File: config.mk
export PLATFORM = sky130hd
export DESIGN_NAME = case_sweep_ctrl
export DESIGN_NICKNAME = d
export VERILOG_FILES = /design/src/rtl/case_sweep_pkg.sv /design/src/rtl/case_sweep_expect.sv /design/src/rtl/case_sweep_ctrl.sv
export SDC_FILE = /design/constraint.sdc
export NUM_CORES = 1
export LEC_CHECK = 0
export BUFFER_PORTS_ARGS = -buffer_cell sky130_fd_sc_hd__buf_4
export CORE_ASPECT_RATIO = 1.4
export CORE_MARGIN = 10
export CORE_UTILIZATION = 30
export CTS_CLUSTER_DIAMETER = 50
export CTS_CLUSTER_SIZE = 28
export DETAILED_ROUTE_END_ITERATION = 10
export RECOVER_POWER = 50
export REMOVE_ABC_BUFFERS = 1
export SETUP_SLACK_MARGIN = 0.1
export SYNTH_ARGS = -nofsm -noshare
export SYNTH_HDL_FRONTEND = slang
export SYNTH_SLANG_ARGS = --single-unit
File: constraint.sdc
create_clock -name clk -period 3.1 [get_ports clk]
set_clock_uncertainty 0.05 [all_clocks]
set_input_delay 0.31 -clock clk [delete_from_list [all_inputs] [get_ports clk]]
set_output_delay 0.31 -clock clk [all_outputs]
set_load 0.005 [all_outputs]
File: src/rtl/case_sweep_pkg.sv
// Shared definitions for the case-decoder sweep controller: FSM encoding and a width helper.
package case_sweep_pkg;

    localparam logic [1:0] ST_IDLE  = 2'd0;
    localparam logic [1:0] ST_HOLD  = 2'd1;
    localparam logic [1:0] ST_CHECK = 2'd2;
    localparam logic [1:0] ST_DONE  = 2'd3;

    typedef enum logic [1:0] {
        IDLE  = ST_IDLE,
        HOLD  = ST_HOLD,
        CHECK = ST_CHECK,
        DONE  = ST_DONE
    } state_t;

    function automatic int clog2(input int n);
        int r;
        r = 0;
        while ((1 << r) < n) r++;
        return r;
    endfunction

endpackage

File: src/rtl/case_sweep_expect.sv
// Expected decoder output for a select code: two matched codes, first match wins, else default.
module case_sweep_expect
    import case_sweep_pkg::*;
#(
    parameter int WIDTH = 8
) (
    input  logic [WIDTH-1:0] sel,
    input  logic [WIDTH-1:0] cfg_code0,
    input  logic [WIDTH-1:0] cfg_val0,
    input  logic [WIDTH-1:0] cfg_code1,
    input  logic [WIDTH-1:0] cfg_val1,
    input  logic [WIDTH-1:0] cfg_dflt,
    output logic [WIDTH-1:0] exp_val
);

    always_comb begin
        exp_val = cfg_dflt;
        if (sel == cfg_code0) begin
            exp_val = cfg_val0;
        end else if (sel == cfg_code1) begin
            exp_val = cfg_val1;
        end
    end

endmodule

File: src/rtl/case_sweep_ctrl.sv
// Sweeps every select code through a decoder, holds each for SETTLE cycles, then checks dec_i.
// Optional build macro CASE_SWEEP_STOP_ON_FAIL_EN ends the sweep at the first mismatch.
module case_sweep_ctrl
    import case_sweep_pkg::*;
#(
    parameter int WIDTH  = 8,
    parameter int SETTLE = 1
) (
    input  logic             clk,
    input  logic             rst,
    input  logic             start,
    input  logic [WIDTH-1:0] cfg_code0,
    input  logic [WIDTH-1:0] cfg_val0,
    input  logic [WIDTH-1:0] cfg_code1,
    input  logic [WIDTH-1:0] cfg_val1,
    input  logic [WIDTH-1:0] cfg_dflt,
    output logic [WIDTH-1:0] sel_o,
    input  logic [WIDTH-1:0] dec_i,
    output logic             busy,
    output logic             done,
    output logic [WIDTH:0]   err_cnt,
    output logic [WIDTH-1:0] first_err_sel,
    output logic [WIDTH-1:0] first_err_val
);

    localparam int CW = clog2(SETTLE + 1);

    state_t          state;
    logic [CW-1:0]   wait_cnt;
    logic [WIDTH-1:0] exp_val;
    logic            mismatch;
    logic            last_code;

    case_sweep_expect #(.WIDTH(WIDTH)) u_expect (
        .sel       (sel_o),
        .cfg_code0 (cfg_code0),
        .cfg_val0  (cfg_val0),
        .cfg_code1 (cfg_code1),
        .cfg_val1  (cfg_val1),
        .cfg_dflt  (cfg_dflt),
        .exp_val   (exp_val)
    );

    // Strict compare so an undriven or unknown decoder output is flagged.
    assign mismatch  = (dec_i !== exp_val);
    assign last_code = (sel_o == {WIDTH{1'b1}});

    always_ff @(posedge clk or posedge rst) begin
        if (rst) begin
            state         <= IDLE;
            wait_cnt      <= '0;
            sel_o         <= '0;
            busy          <= 1'b0;
            done          <= 1'b0;
            err_cnt       <= '0;
            first_err_sel <= '0;
            first_err_val <= '0;
        end else begin
            case (state)
                IDLE, DONE: begin
                    if (start) begin
                        state         <= HOLD;
                        wait_cnt      <= '0;
                        sel_o         <= '0;
                        busy          <= 1'b1;
                        done          <= 1'b0;
                        err_cnt       <= '0;
                        first_err_sel <= '0;
                        first_err_val <= '0;
                    end
                end
                HOLD: begin
                    if (wait_cnt == CW'(SETTLE - 1)) begin
                        wait_cnt <= '0;
                        state    <= CHECK;
                    end else begin
                        wait_cnt <= wait_cnt + 1'b1;
                    end
                end
                CHECK: begin
                    if (mismatch) begin
                        err_cnt <= err_cnt + 1'b1;
                        if (err_cnt == '0) begin
                            first_err_sel <= sel_o;
                            first_err_val <= dec_i;
                        end
                    end
`ifdef CASE_SWEEP_STOP_ON_FAIL_EN
                    if (mismatch || last_code) begin
`else
                    if (last_code) begin
`endif
                        state <= DONE;
                        busy  <= 1'b0;
                        done  <= 1'b1;
                    end else begin
                        sel_o <= sel_o + 1'b1;
                        state <= HOLD;
                    end
                end
                default: state <= IDLE;
            endcase
        end
    end

endmodule

==> results.md, run 1 <==
- NetSw: 0.0007459 W
- PortBufs: 85
- Switching part of the total power: 34.73%
- Clk sinks: 37
- GRT Total Usage: 12.63%
- Fillers: 857
- Status: complete, no violations
- Pin count of the biggest net entering global routing: 24
- Fmax achieved: 0.3643 GHz
- Io pins: 86
- Cell Area, Synth: 0.002634 mm2
- Remaining DRCs: 0
- Slew @ Worst Pin: 1117 ps
- Vias per cell: 5.045
- CTS H-Tree Depth: 2
- Combinational power share: 40.3%
- Area grow syn2layout: 35.91%
- Grt ovf: 0
- Multi-input gate area: 0.001479 mm2
- Clk_lat worst skew: 280 ps
- Slowest stage delay, CP: 470 ps
- Async SR Flop Fraction: 100.0%
- ANT nets after route: 0
- Post-synthesis sequential area ratio: 35.15%
- DR iter-0 viols: 134
- Tmin final: 2745 ps
- Max_slew headroom: 25.52%
- Register share of total power: 28.3%
- Die ar.: 0.01298 mm2
- Post-synthesis average cell area: 9.082 um2
- Via count: 2452
- Critical Path Fanout Max: 11
- Cell Int Power: 0.001402 W
- Fin Setup TNS: 0 ps
- Hold bufs inserted after CTS: 0
- Final Wtd Congestion: 0.7964
- Die H: 130.9 um
- Peak supply drop: 0.2858 mV
- Die width: 99.19 um
- Core area: 0.008558 mm2
- Avg WL per Cell: 17.43 um
- Detailed placement HPWL: 6598 um
- Detailed-routing iteration count for the pre-antenna-repair pass: 4
- Slew Viols, Final: 0
- Post-synthesis sequential element count: 37
- Critical Path RT: 3260 ps
- Clock slew at reported path FFs: 60 ps
- Leading cell type in the layout, fill and taps excluded: buf_4
- Commonest non-fill, non-tap cells in the layout: buf_4, dfrtp_1, inv_1
- CP Data Arrival Time: 2900 ps
- Initial antenna violation count: 0
- Synth Warn #: 0
- TritonCTS Buffers: 5
- Yosys top cell by area: dfrtp_1
- CTS max path bufs: 2
- Post-synthesis cell type count: 50
- Crit-path slowest cell: dfrtp_1
- Mapped Cells: 290
- Synth top area cells: dfrtp_1, mux2i_1, xnor2_1
- Share of layout cells above drive strength 1: 32.02%
- Starting Density: 30.77%
- Main flop type after synthesis: dfrtp_1
- WL final: 8471 um
- Post-layout util: 41.83%
- Crit-path cells: xnor2_1, nand4_2, or2_1, and2_1, a211oi_2, nor4_4, a21oi_2, mux2i_1
- Area fraction of the dominant cell type after synthesis: 35.15%
- Nets@finish: 437
- Final Hold Fails: 0
- Crit share post-route: 88.55%
- Setup CP Type: flip-flop to flip-flop
- Seq. cell area: 925.9 um2
- Lkg Pwr: 1.585 nW
- P per Cell Area: 600.0 mW/mm2
- First-pass GRT wire length: 13410 um
- CP Launch Type: flip-flop
- N_diodes: 0
- TritonCTS clock tree: yes
- Vias in the first global route: 2516
- Rows: 40
- Endpoints failing setup: 0
- Worst Hold Class: input port to asynchronous set/reset pin
- Crit. End Element: flip-flop
- Max-cap violation count: 0
- Power share of the clock group: 31.4%
- RSZ-0062 raised after global routing: no
- Clock root buffer: clkbuf_16
- Number of synthesized flops with an enable pin: 0
## per-stage QoR
| stage | instance area (um2) | instances | total power (W) | hold WS (ps) | worst slack, ps |
|---|---|---|---|---|---|
| after floorplan | 2512 | 274 | 0.001096 | 349.1 | 292.8 |
| after global placement | 3364 | 475 | 0.001424 | 434.5 | 226.2 |
| after detailed placement | 3364 | 475 | 0.001433 | 438.0 | 141.6 |
| after CTS | 3582 | 485 | 0.002164 | 168.8 | 184.3 |
| after global routing | 3580 | 486 | 0.002271 | 172.7 | 156.7 |
| final | 3580 | 486 | 0.002148 | 127.7 | 355.0 |
## per-layer routing
layer  vias to the layer above  global-route usage, %  wire (um)
met5                         -                      0          0
met4                         0                  3.888        123
met3                        10                  4.467        644
met2                        77                  20.12       3919
met1                      1172                  15.60       3783
li1                       1193                      -          -
## path summary, 6_finish.rpt
check                                  from          endpoint  slack [ps]  cells after the start
min in group clk                      start          state[1]         170                      2
hold / removal                          rst        err_cnt[3]         130                      2
hold reg to reg            first_err_sel[6]  first_err_sel[6]         440                      1
setup reg to reg                   sel_o[6]        err_cnt[1]         350                      8
setup / recovery                   sel_o[6]        err_cnt[1]         350                      8
max in group asynchronous               rst          sel_o[4]        1390                      3
## area by class of cell
cell class	instances	area share [%]
clock buffers	5	3.495
clock inverters	3	1.818
inverters	31	3.251
multi-input cells	206	41.31
flip-flops and latches	37	25.87
well taps	105	3.670
repair buffers	99	20.59
## cells in the mapped netlist, drive strengths merged (8+ instances only)
| cell | instances |
|---|---|
| o211ai | 10 |
| mux2i | 18 |
| nand3 | 21 |
| nand2 | 27 |
| nor3 | 10 |
| nor2 | 8 |
| o21ai | 17 |
| buf | 10 |
| dfrtp | 37 |
| xnor2 | 20 |
| inv | 31 |
| nand4 | 8 |
## timing repair
action / CTS / global route
resized for setup: 0 / 4
buffers inserted: 2 / 1
setup endpoints to repair: 1 / 7
pin swaps: 1 / 1
cloned: 0 / 0
## registers in the layout (all words and copies together), names as in the netlist
signal / count
state: 2
first_err_sel: 8
err_cnt: 9
sel_o: 8
done: 1
first_err_val: 8
busy: 1
## cells by family after synthesis
kind of cell             synth area share [%]
AO/OA/AOI/OAI                           16.06
AND/OR/NAND/NOR                         21.47
flip-flops                              35.15
buffers and inverters                   9.026
multiplexers                            7.268
adder cells (fa/ha/maj)                 2.850
XOR/XNOR                                8.171
## power groups by stage
stage	combinational (W)	sequential (W)	clock (W)
finish	0.000866	0.000608	0.000674
global route	0.000950	0.000616	0.000705
CTS	0.000877	0.000608	0.000679
detailed placement	0.000816	0.000617	0
global placement	0.000811	0.000612	0
floorplan	0.000486	0.000611	0
## worst max-delay path, delay by kind of cell, from the launching register on
| kind | cells | cell delay [ps] |
|---|---|---|
| XOR/XNOR | 1 | 250 |
| AO/OA/AOI/OAI | 2 | 780 |
| AND/OR/NAND/NOR | 4 | 880 |
| flip-flops | 1 | 470 |
| multiplexers | 1 | 240 |
Power figures use the tool's default switching activity.
==> inputs of run 2 (changes only) <==
CORE_ASPECT_RATIO = 0.75   (was 1.4)
==> results.md, run 2 (synthesized netlist as in run 1, its figures left out) <==
- Die ar.: 0.01297 mm2 (-0.11%)
- Slew Viols, Final: 38 (+38)
- Clock slew at reported path FFs: 60 ps (about the same)
- CP bufs+invs: 0 (unchanged)
- CP Launch Point: sel_o[0]
- Worst Hold Class: input port to flip-flop
- TritonCTS clock tree: yes
- Worst R2R Path Depth: 8 (unchanged)
- Combinational power share: 40.7% (+0.4 points)
- ANT nets after route: 0 (unchanged)
- Failing checks: max-capacitance violations, max-slew violations
- Finished Layout Cells: 486 (unchanged)
- First-pass GRT wire length: 12630 um (-5.8%)
- Clk sinks: 37 (unchanged)
- WL final: 7983 um (-5.8%)
- P per Cell Area: 573.7 mW/mm2 (-4.4%)
- Biggest register: err_cnt
- Die H: 101.1 um (-23%)
- Vias per cell: 4.938 (-2.1%)
- Lkg Pwr: 1.575 nW (-0.63%)
- Switching part of the total power: 35.37% (+0.64 points)
- Max-cap violation count: 1 (+1)
- Peak supply drop: 0.3447 mV (+21%)
- Die width: 128.2 um (+29%)
- Crit-path cells: xnor2_1, and4_2, a21boi_2, a2111oi_4, a211oi_2, or4_4, o211ai_1, o211ai_1
- Starting Density: 31.02% (+0.24 points)
- Endpoints failing setup: 0 (unchanged)
- CP Launch Type: flip-flop
- R2R setup slack: 340 ps (about the same)
- Share of layout cells above drive strength 1: 32.28% (+0.25 points)
- Fmax achieved: 0.3624 GHz (-0.52%)
- CP Data Arrival Time: 2840 ps (-60 ps)
- Via count: 2400 (-2.1%)
- Pwr Total: 0.002041 W (-4.9%)
- Grt ovf: 0 (unchanged)
- Power share of the clock group: 29.7% (-1.7 points)
- GRT Total Usage: 12.07% (-0.56 points)
- DR iter-0 viols: 178 (+33%)
- N_diodes: 0 (unchanged)
- Nets@finish: 434 (-0.69%)
- Fillers: 848 (-1.1%)
- Crit-path slowest cell: or4_4
- Crit-path leading delay family: simple AND/OR/NAND/NOR gates
- Seq. cell area: 925.9 um2 (unchanged)
- Cell Int Power: 0.001319 W (-5.9%)
- Avg WL per Cell: 16.43 um (-5.8%)
- Hold bufs inserted after CTS: 0 (unchanged)
- Io pins: 86 (unchanged)
- WP depth: 8 (unchanged)
- Multi-input gate area: 0.001479 mm2 (unchanged)
- Tmin final: 2760 ps (+14.48 ps)
- Max_slew headroom: -37.05% (-63 points)
- Top cell by count, worst path: o211ai_1
- Max reg flops: 9 (unchanged)
- Setup CP Type: flip-flop to flip-flop
- Slowest stage delay, CP: 590 ps (+120 ps)
- Final Hold Fails: 0 (unchanged)
- Area grow syn2layout: 35.11%
- Clk_lat worst skew: 280 ps (about the same)
- Detailed-routing iteration count for the pre-antenna-repair pass: 4 (unchanged)
- RR Endpoint: err_cnt[7]
- Worst R2R Start: sel_o[0]
- TritonCTS Buffers: 5 (unchanged)
- Crit. End Element: flip-flop
- Remaining DRCs: 0 (unchanged)
- Final Wtd Congestion: 0.8467 (+6.3%)
- Critical Path RT: 3190 ps (-70 ps)
- Rows: 29 (-28%)
- Fin Setup TNS: 0 ps (unchanged)
- Commonest non-fill, non-tap cells in the layout: buf_4, dfrtp_1, inv_1
- NetSw: 0.0007220 W (-3.2%)
- Status: complete, but fails checks
- Register share of total power: 29.6% (+1.3 points)
- CTS max path bufs: 2 (unchanged)
- Clock root buffer: clkbuf_16
- Critical Path Fanout Max: 8 (-3)
- Vias in the first global route: 2438 (-3.1%)
- Slew @ Worst Pin: 2056 ps (+938.5 ps)
- Detailed placement HPWL: 6358 um (-3.6%)
- Pin count of the biggest net entering global routing: 38 (+58%)
- Post-Place Cells: 477 (+0.42%)
- RSZ-0062 raised after global routing: no
- PortBufs: 85 (unchanged)
- Crit share post-route: 89.02% (+0.47 points)
- CP Capture Point: err_cnt[7]
- Core area: 0.008491 mm2 (-0.79%)
- Initial antenna violation count: 0 (unchanged)
- Leading cell type in the layout, fill and taps excluded: buf_4
- CTS H-Tree Depth: 2 (unchanged)
[run 2: layout make-up]
class,count,area share (%)
Timing Repair Buffer,96,20.50
Tap cell,108,3.797
Sequential cell,37,26.02
Multi-Input combinational cell,206,41.56
Clock buffer,7,4.008
Inverter,31,3.270
Clock inverter,1,0.8439
[run 2: layer usage]
metal / track usage (%) / wire length (um) / vias up
met2: 18.57 / 3509 / 76
met1: 15.75 / 3692 / 1121
met4: 3.195 / 104 / 0
met5: 0 / 0 / -
li1: - / - / 1195
met3: 4.228 / 677 / 8
[run 2: power by group through the flow]
stage,sequential [W],combinational [W],clock [W]
after floorplan,0.000611,0.000486,0
after global placement,0.000613,0.000836,0
after detailed placement,0.000614,0.000843,0
after CTS,0.000606,0.000844,0.000614
after global routing,0.000616,0.000913,0.000639
final,0.000604,0.000831,0.000606
[run 2: worst min path at each step]
stage | from | slack, ps | end | cells past startpoint
2_1_floorplan | start | 350 | state[1] | 1
3_3_place_gp | rst | 420 | err_cnt[1] | 3
3_5_place_dp | rst | 420 | err_cnt[3] | 3
4_1_cts | rst | 130 | state[0] | 3
5_1_grt | start | 190 | state[1] | 2
6_report | start | 180 | state[1] | 2
[run 2: what timing repair did]
item | CTS | global route
setup endpoints to repair | 0 | 9
resized for setup | 0 | 4
setup buffers | 0 | 1
hold endpoints to repair | 0 | 0
[run 2: stage by stage]
stage	hold WS, ps	area [um2]	setup slack, ps	utilization (%)
floorplan	349.1	2512	292.8	-
global placement	423.6	3373	304.7	39.73
detailed placement	423.5	3373	189.3	39.73
CTS	126.5	3546	171.4	41.76
global route	193.6	3558	127.6	41.91
finish	184.8	3558	340.5	41.91
